### src/rtl/pwm_dac_pkg.sv
// Shared sound-generator constants and the PWM run/stop state type.
package pwm_dac_pkg;

    // Sample width shared with the mixer; the PWM width defaults to it.
    localparam int SAMPLE_W         = 8;
    // Default number of clocks per PWM step.
    localparam int PRESCALE_DEFAULT = 1;

    typedef enum logic {
        ST_IDLE = 1'b0,
        ST_RUN  = 1'b1
    } run_state_e;

endpackage

### src/rtl/pwm_dac_step_prescaler.sv
// Step prescaler: emits a one-clock tick every PRESCALE clocks while not cleared.
// Shared with the tone generators.
module step_prescaler
    import pwm_dac_pkg::*;
#(
    parameter int PRESCALE = PRESCALE_DEFAULT
) (
    input  logic clk,
    input  logic rst_n,
    input  logic clear,
    output logic tick
);

    localparam int PW = (PRESCALE > 1) ? $clog2(PRESCALE) : 1;
    localparam logic [PW-1:0] LAST = PW'(PRESCALE - 1);

    logic [PW-1:0] presc_q;

    // With PRESCALE==1 presc_q is always 0, so tick reduces to ~clear.
    assign tick = !clear && (presc_q == LAST);

    // Step counter: held at 0 while cleared, wraps to 0 on tick.
    always_ff @(posedge clk or negedge rst_n) begin
        // NOTE: sequential state uses non-blocking assignments so every
        // register samples the pre-edge values of its neighbours.
        if (!rst_n) begin
            presc_q <= '0;
        end else if (clear || tick) begin
            presc_q <= '0;
        end else begin
            presc_q <= presc_q + PW'(1);
        end
    end

endmodule

### src/rtl/pwm_dac.sv
// PWM audio DAC: latches the mixer sample at each period start and produces
// a registered single-bit PWM stream plus a period-start strobe.
module pwm_dac
    import pwm_dac_pkg::*;
#(
    parameter int WIDTH    = SAMPLE_W,
    parameter int PRESCALE = PRESCALE_DEFAULT
) (
    input  logic             clk,
    input  logic             rst_n,
    input  logic             enable,
    input  logic [WIDTH-1:0] sample_in,
    output logic             pwm_out,
    output logic             period_start,
    output logic [WIDTH-1:0] duty
);

    localparam logic [WIDTH-1:0] CNT_MAX = '1;

    run_state_e       state_q, state_n;
    logic [WIDTH-1:0] cnt_q, cnt_n;
    logic [WIDTH-1:0] duty_q, duty_n;
    logic             pwm_q, pwm_n;
    logic             ps_q, ps_n;
    logic             clear;
    logic             tick;

    // The prescaler only runs while in RUN with enable held high.
    assign clear = (state_q != ST_RUN) || !enable;

    step_prescaler #(
        .PRESCALE (PRESCALE)
    ) u_presc (
        .clk   (clk),
        .rst_n (rst_n),
        .clear (clear),
        .tick  (tick)
    );

    // Next-state logic: period starts, counter stepping and compare.
    always_comb begin
        // NOTE: every signal gets a default first so no path leaves it
        // unassigned, which would otherwise infer a latch.
        state_n = state_q;
        cnt_n   = cnt_q;
        duty_n  = duty_q;
        pwm_n   = 1'b0;
        ps_n    = 1'b0;

        unique case (state_q)
            ST_IDLE: begin
                cnt_n = '0;
                if (enable) begin
                    state_n = ST_RUN;
                    duty_n  = sample_in;
                    pwm_n   = (sample_in != '0);
                    ps_n    = 1'b1;
                end
            end
            ST_RUN: begin
                if (!enable) begin
                    // Abandon the partial period; duty is kept for debug.
                    state_n = ST_IDLE;
                    cnt_n   = '0;
                end else if (tick && (cnt_q == CNT_MAX)) begin
                    // Wrap: new duty takes effect on the first clock of the period.
                    cnt_n  = '0;
                    duty_n = sample_in;
                    pwm_n  = (sample_in != '0);
                    ps_n   = 1'b1;
                end else begin
                    if (tick) begin
                        cnt_n = cnt_q + WIDTH'(1);
                    end
                    pwm_n = (cnt_n < duty_q);
                end
            end
            default: state_n = ST_IDLE;
        endcase
    end

    // State register for control, counter, duty latch and outputs.
    always_ff @(posedge clk or negedge rst_n) begin
        if (!rst_n) begin
            state_q <= ST_IDLE;
            cnt_q   <= '0;
            duty_q  <= '0;
            pwm_q   <= 1'b0;
            ps_q    <= 1'b0;
        end else begin
            state_q <= state_n;
            cnt_q   <= cnt_n;
            duty_q  <= duty_n;
            pwm_q   <= pwm_n;
            ps_q    <= ps_n;
        end
    end

    assign pwm_out      = pwm_q;
    assign period_start = ps_q;
    assign duty         = duty_q;

endmodule
### config.mk
export PLATFORM = sky130hd
export DESIGN_NAME = pwm_dac
export DESIGN_NICKNAME = d
export VERILOG_FILES = /design/src/rtl/pwm_dac_pkg.sv /design/src/rtl/pwm_dac_step_prescaler.sv /design/src/rtl/pwm_dac.sv
export SDC_FILE = /design/constraint.sdc
export NUM_CORES = 1
export LEC_CHECK = 0
export ABC_AREA = 1
export BUFFER_PORTS_ARGS = -buffer_cell sky130_fd_sc_hd__clkbuf_2
export CAP_MARGIN = 20
export CORE_MARGIN = 3
export CORE_UTILIZATION = 35
export CTS_CLUSTER_SIZE = 10
export DETAILED_ROUTE_END_ITERATION = 16
export HOLD_SLACK_MARGIN = 0.02
export PLACE_DENSITY = 0.65
export SYNTH_ARGS = -nofsm -noshare
export SYNTH_HDL_FRONTEND = slang
export SYNTH_SLANG_ARGS = --single-unit
### constraint.sdc
create_clock -name clk -period 4.07 [get_ports clk]
set_clock_uncertainty 0.2 [all_clocks]
set_input_delay 0 -clock clk [delete_from_list [all_inputs] [get_ports clk]]
set_output_delay 0 -clock clk [all_outputs]
set_load 0.02 [all_outputs]
==> flow_summary.json, run 1 <==
{
  "status": "complete, no violations",
  "viasPerCell": 4.40,
  "ys_seq_elements": 20,
  "die_h_um": 61.9,
  "portBuffers": 20,
  "rsz0062_at_grt": "no",
  "maxCapViolCount": 0,
  "use_met2_pct": 23.6,
  "grt_pass1_wl_um": 3930,
  "fin_setup_tns_ps": 0,
  "worst-slew-pin-transition_ps": 526,
  "postCtsSetupBuffers": 0,
  "hold_violations": 0,
  "fin_cells": 205,
  "path_cells": "nand3_1 > nor2_1 > nand3_1 > xor2_1 > inv_1 > ha_1 > a21oi_1 > o21ai_0 > nor2_1 > nand2_1 > nand2_1",
  "startpoint": "state_q",
  "ctsResizeCount": 0,
  "ios": 21,
  "final_cell_mix": "nand2_1 (29), inv_1 (25), dfrtp_1 (20), clkbuf_2 (20), dlygate4sd3_1 (12)",
  "cts_buffer_depth": 2,
  "fp.dieW_um": 61.9,
  "clkSlewWorstSetupHoldPaths_ps": 110,
  "grt_overflow": 0,
  "syn-cell-area_mm2": 0.00109,
  "arrival_ps": 2250,
  "path_class": "reg2reg",
  "gr-usage-all-layers_pct": 14.0,
  "slowest_stage": "dfrtp_1",
  "dr.pass1.iters": 4,
  "endpoint_kind": "flip-flop",
  "final_cell_area_mm2": 0.00139,
  "vias": 903,
  "timing.rr.end": "pwm_out",
  "whs_endpoint": "state_q",
  "cts-root-buf": "clkbuf_4",
  "power.total_uw": 414,
  "antenna_found_initial": 0,
  "grt_busiest_layer": "met2",
  "reg2reg_depth": 11,
  "dp_hpwl_um": 1670,
  "syn-instance-count": 128,
  "r2r_start": "state_q",
  "final_max_slew_viol_count": 0,
  "place_inst": 189,
  "syn-num-nets": 147,
  "hold_depth": 2,
  "cp_max_fo": 4,
  "drc": 0,
  "relSlewSlack_pct": 64.8,
  "cts.sinks": 20,
  "crit_required_ps": 4110,
  "cpPeakStageDelay_ps": 440,
  "syn_avg_cell_area_um2": 8.55,
  "setup_viol": 0,
  "gp_congestion": 0.796,
  "grtUsageMet1_pct": 18.5,
  "met3_usage_pct": 2.48,
  "fin_crit_ps": 2210,
  "fp-row-count": 19,
  "grt_pass1_vias": 916,
  "pwr_density_cell_mw_per_mm2": 297,
  "clk_latency_ps": 290,
  "synth_warnings": 0,
  "wl_per_cell_um": 11.0,
  "cts_tree": "yes",
  "ant_nets": 0,
  "ir_drop_uv": 237,
  "coreArea_mm2": 0.00288,
  "area_growth_pct": 27.2,
  "r2r_slack_ps": 1860,
  "hold_path.class": "in2reg",
  "finalCritPeriodShare_pct": 54.4,
  "finalNetCount": 183,
  "drt_wl_total_um": 2250,
  "start_util_pct": 38.1,
  "layout-drive-gt1-share_pct": 19.6,
  "drtIter0Drc": 15,
  "htreeDepth": 1,
  "synth_cell_type_count": 18,
  "synth_seq_area_share_pct": 45.7,
  "cts-buffers-inserted": 3,
  "utilization_pct": 48.4,
  "cts_hold_buf": 12,
  "diodes": 0,
  "leakage_uw": 0.000732,
  "placed_area_mm2": 0.00124,
  "grt_start_max_net_pins": 19,
  "dieArea_mm2": 0.00384,
  "final_common_cell": "nand2_1",
  "min_from": "enable",
  "start_kind": "flip-flop",
  "fmax_ghz": 0.452
}
==> sequential cells by signal, indices dropped and copies added (netlist names) <==
name and flops:
cnt_q 8, pwm_out 1, period_start 1, duty 8, state_q 1, u_presc.presc_q 1
==> worst max-delay path: cells and delay by family, from the launching register on <==
family | cells | cell delay [ps]
AO/OA/AOI/OAI | 2 | 240
AND/OR/NAND/NOR | 6 | 730
flip-flops | 1 | 440
buffers and inverters | 1 | 70
XOR/XNOR | 1 | 210
adder cells (fa/ha/maj) | 1 | 290
==> metrics by stage <==
step	worst slack, ps	hold slack [ps]
3_3_place_gp	1930	-206
6_report	1860	236
2_1_floorplan	2110	-496
5_1_grt	1710	229
4_1_cts	1850	232
3_5_place_dp	1870	-208
==> cell type report <==
class | count | area (µm²)
clock buffer | 4 | 36.3
fill | 281 | 1480
inverter | 25 | 93.8
multi-input combinational | 82 | 489
sequential | 20 | 500
tap | 42 | 52.6
timing repair buffer | 32 | 220
==> worst max path at each step <==
stage / slack (ps) / end / depth (start not counted)
4_1_cts: 1850 / pwm_out / 11
2_1_floorplan: 2110 / pwm_out / 12
3_5_place_dp: 1870 / pwm_out / 11
3_3_place_gp: 1930 / pwm_out / 12
6_report: 1860 / pwm_out / 11
5_1_grt: 1710 / pwm_out / 12
==> cell usage after synthesis <==
cell / number / area (µm²)
inv_1: 25 / 93.8
nand3_1: 5 / 25.0
a21o_2: 2 / 17.5
nor2_4: 2 / 22.5
xor2_1: 4 / 35.0
nand2_1: 29 / 109
nor4_1: 2 / 12.5
nor2_1: 11 / 41.3
o21ai_0: 10 / 50.1
nand3_4: 1 / 17.5
nand3_2: 1 / 10.0
conb_1: 1 / 3.75
dfrtp_1: 20 / 500
buf_6: 1 / 11.3
nand2_2: 1 / 6.26
a21oi_1: 4 / 20.0
a21boi_4: 1 / 18.8
ha_1: 8 / 100
==> metal layers <==
metal | part of all wire, % | wire (µm) | vias up
met2 | 48 | 1080 | 26
li1 | - | - | 466
met5 | 0 | 0 | -
met1 | 47 | 1050 | 409
met4 | 0.53 | 12 | 0
met3 | 4.7 | 105 | 2
==> where the power goes <==
part / internal, µW / leakage (µW) / switching (µW) / total, µW
sequential: 211 / 0.000258 / 7.88 / 219
combinational: 31.3 / 0.000453 / 50.4 / 81.7
clock: 54.5 / 0.0000210 / 58.5 / 113
total: 297 / 0.000732 / 117 / 414
==> cell families after synthesis <==
family	after synthesis	synth area share, %
other	1	0.343
flip-flops	20	45.7
AND/OR/NAND/NOR	52	22.3
XOR/XNOR	4	3.20
buffers and inverters	26	9.60
AO/OA/AOI/OAI	17	9.72
adder cells (fa/ha/maj)	8	9.14
Note: power is estimated with default switching activity, not from simulation.
==> inputs of run 2 (changes only) <==
==> constraint.sdc (replaced) <==
create_clock -name clk -period 2.24 [get_ports clk]
set_clock_uncertainty 0.2 [all_clocks]
set_input_delay 0 -clock clk [delete_from_list [all_inputs] [get_ports clk]]
set_output_delay 0 -clock clk [all_outputs]
set_load 0.02 [all_outputs]
==> flow_summary.json, run 2 (synthesized netlist as in run 1, its figures left out) <==
{
  "grt_overflow": 0,
  "layout-drive-gt1-share_pct": 21.8,
  "fp-row-count": 19,
  "cts-root-buf": "clkbuf_4",
  "fin_setup_tns_ps": 0,
  "cts-buffers-inserted": 3,
  "cpPeakStageDelay_ps": 420,
  "hold_violations": 0,
  "cp_num_buf_inv": 2,
  "antenna_found_initial": 0,
  "top_layer_used": "met4",
  "hold_path.class": "in2reg",
  "power.total_uw": 754,
  "htreeDepth": 1,
  "path_cells": "inv_1 > nand3_1 > nor2_2 > nand3_1 > xor2_2 > inv_1 > ha_1 > a21oi_1 > o21ai_0 > nor2_1 > nand2_1 > nand2_1",
  "crit_family": "simple AND/OR/NAND/NOR gates",
  "min_from": "enable",
  "cts_tree": "yes",
  "rsz0062_at_grt": "no",
  "grt_start_max_net_pins": 19,
  "area_growth_pct": 29.5,
  "wl_met2_um": 1100,
  "wl_met1_um": 1070,
  "dieArea_mm2": 0.00384,
  "finalCritPeriodShare_pct": 95.5,
  "relSlewSlack_pct": 64.5,
  "cts.sinks": 20,
  "timing.rr.end": "pwm_out",
  "slowest_stage": "dfrtp_1",
  "ir_drop_uv": 429,
  "dr.pass1.iters": 4,
  "endpoint_kind": "flip-flop",
  "start_util_pct": 38.1,
  "grt_pass1_vias": 916,
  "die_h_um": 61.9,
  "drt_wl_total_um": 2270,
  "setup_viol": 0,
  "final_max_slew_viol_count": 0,
  "drc": 0,
  "fill_cells": 276,
  "final_common_cell": "nand2_1",
  "status": "complete, no violations",
  "fp.dieW_um": 61.9,
  "grt_pass1_wl_um": 3930,
  "cp_max_fo": 3,
  "reg2reg_depth": 12,
  "final_cell_mix": "nand2_1 (29), inv_1 (25), dfrtp_1 (20), clkbuf_2 (20), dlygate4sd3_1 (12)",
  "portBuffers": 20,
  "ios": 21,
  "r2r_start": "u_presc.presc_q",
  "dp_hpwl_um": 1670,
  "pwr_density_cell_mw_per_mm2": 532,
  "diodes": 0,
  "fin_crit_ps": 2140,
  "vias": 906,
  "clkSlewWorstSetupHoldPaths_ps": 110,
  "crit_required_ps": 2280,
  "viasPerCell": 4.38,
  "drtIter0Drc": 14,
  "ant_nets": 0,
  "gp_congestion": 0.796,
  "hold_depth": 2,
  "r2r_slack_ps": 100,
  "coreArea_mm2": 0.00288,
  "worst-slew-pin-transition_ps": 531,
  "finalNetCount": 185,
  "path_class": "reg2reg",
  "start_kind": "flip-flop",
  "clk_latency_ps": 290,
  "gr-usage-all-layers_pct": 14.0,
  "wl_met3_um": 88,
  "wl_per_cell_um": 11.0,
  "arrival_ps": 2180,
  "leakage_uw": 0.000743,
  "maxCapViolCount": 0,
  "fmax_ghz": 0.467,
  "cts_buffer_depth": 2,
  "whs_endpoint": "state_q"
}
run 2: per-layer routing:
| metal | vias to the layer above | GRT usage [%] |
|---|---|---|
| li1 | 469 | - |
| met1 | 413 | 18.5 |
| met2 | 22 | 23.6 |
| met3 | 2 | 2.48 |
| met4 | 0 | 3.64 |
| met5 | - | 0 |
run 2: per-stage QoR:
| step | utilization [%] | setup slack (ps) | hold WS (ps) | instance area, µm² | cells |
|---|---|---|---|---|---|
| 3_3_place_gp | 43.0 | 95.0 | -206 | 1240 | 189 |
| 4_1_cts | 48.4 | 16.3 | 232 | 1390 | 205 |
| 2_1_floorplan | - | 281 | -496 | 1090 | 128 |
| 3_5_place_dp | 43.0 | 36.0 | -208 | 1240 | 189 |
| 5_1_grt | 49.3 | 2.74 | 229 | 1420 | 207 |
| 6_report | 49.3 | 100 | 239 | 1420 | 207 |
run 2: how the worst max path moves through the flow:
stage / startpoint / endpoint / slack (ps) / depth (start not counted)
floorplan: cnt_q[0] / pwm_out / 280 / 12
global placement: u_presc.presc_q / pwm_out / 100 / 12
detailed placement: state_q / pwm_out / 40 / 11
CTS: state_q / pwm_out / 20 / 11
global route: state_q / pwm_out / 3 / 12
finish: u_presc.presc_q / pwm_out / 100 / 12
run 2: layout make-up:
type | count | area, µm² | share of cell area [%]
timing repair buffer | 34 | 235 | 16.6
tap | 42 | 52.6 | 3.71
sequential | 20 | 500 | 35.3
inverter | 25 | 93.8 | 6.62
multi-input combinational | 82 | 499 | 35.2
clock buffer | 4 | 36.3 | 2.56
run 2: timing repair:
action,in CTS,in global routing
hold buffers,12,0
endpoints found under the setup margin,0,1
gates resized for setup,0,2
hold endpoints to repair,39,0
setup buffers,0,2
run 2: report_power, final:
group | internal, µW | switching, µW
Combinational | 58.9 | 93.1
Sequential | 384 | 13.5
Clock | 98.9 | 106
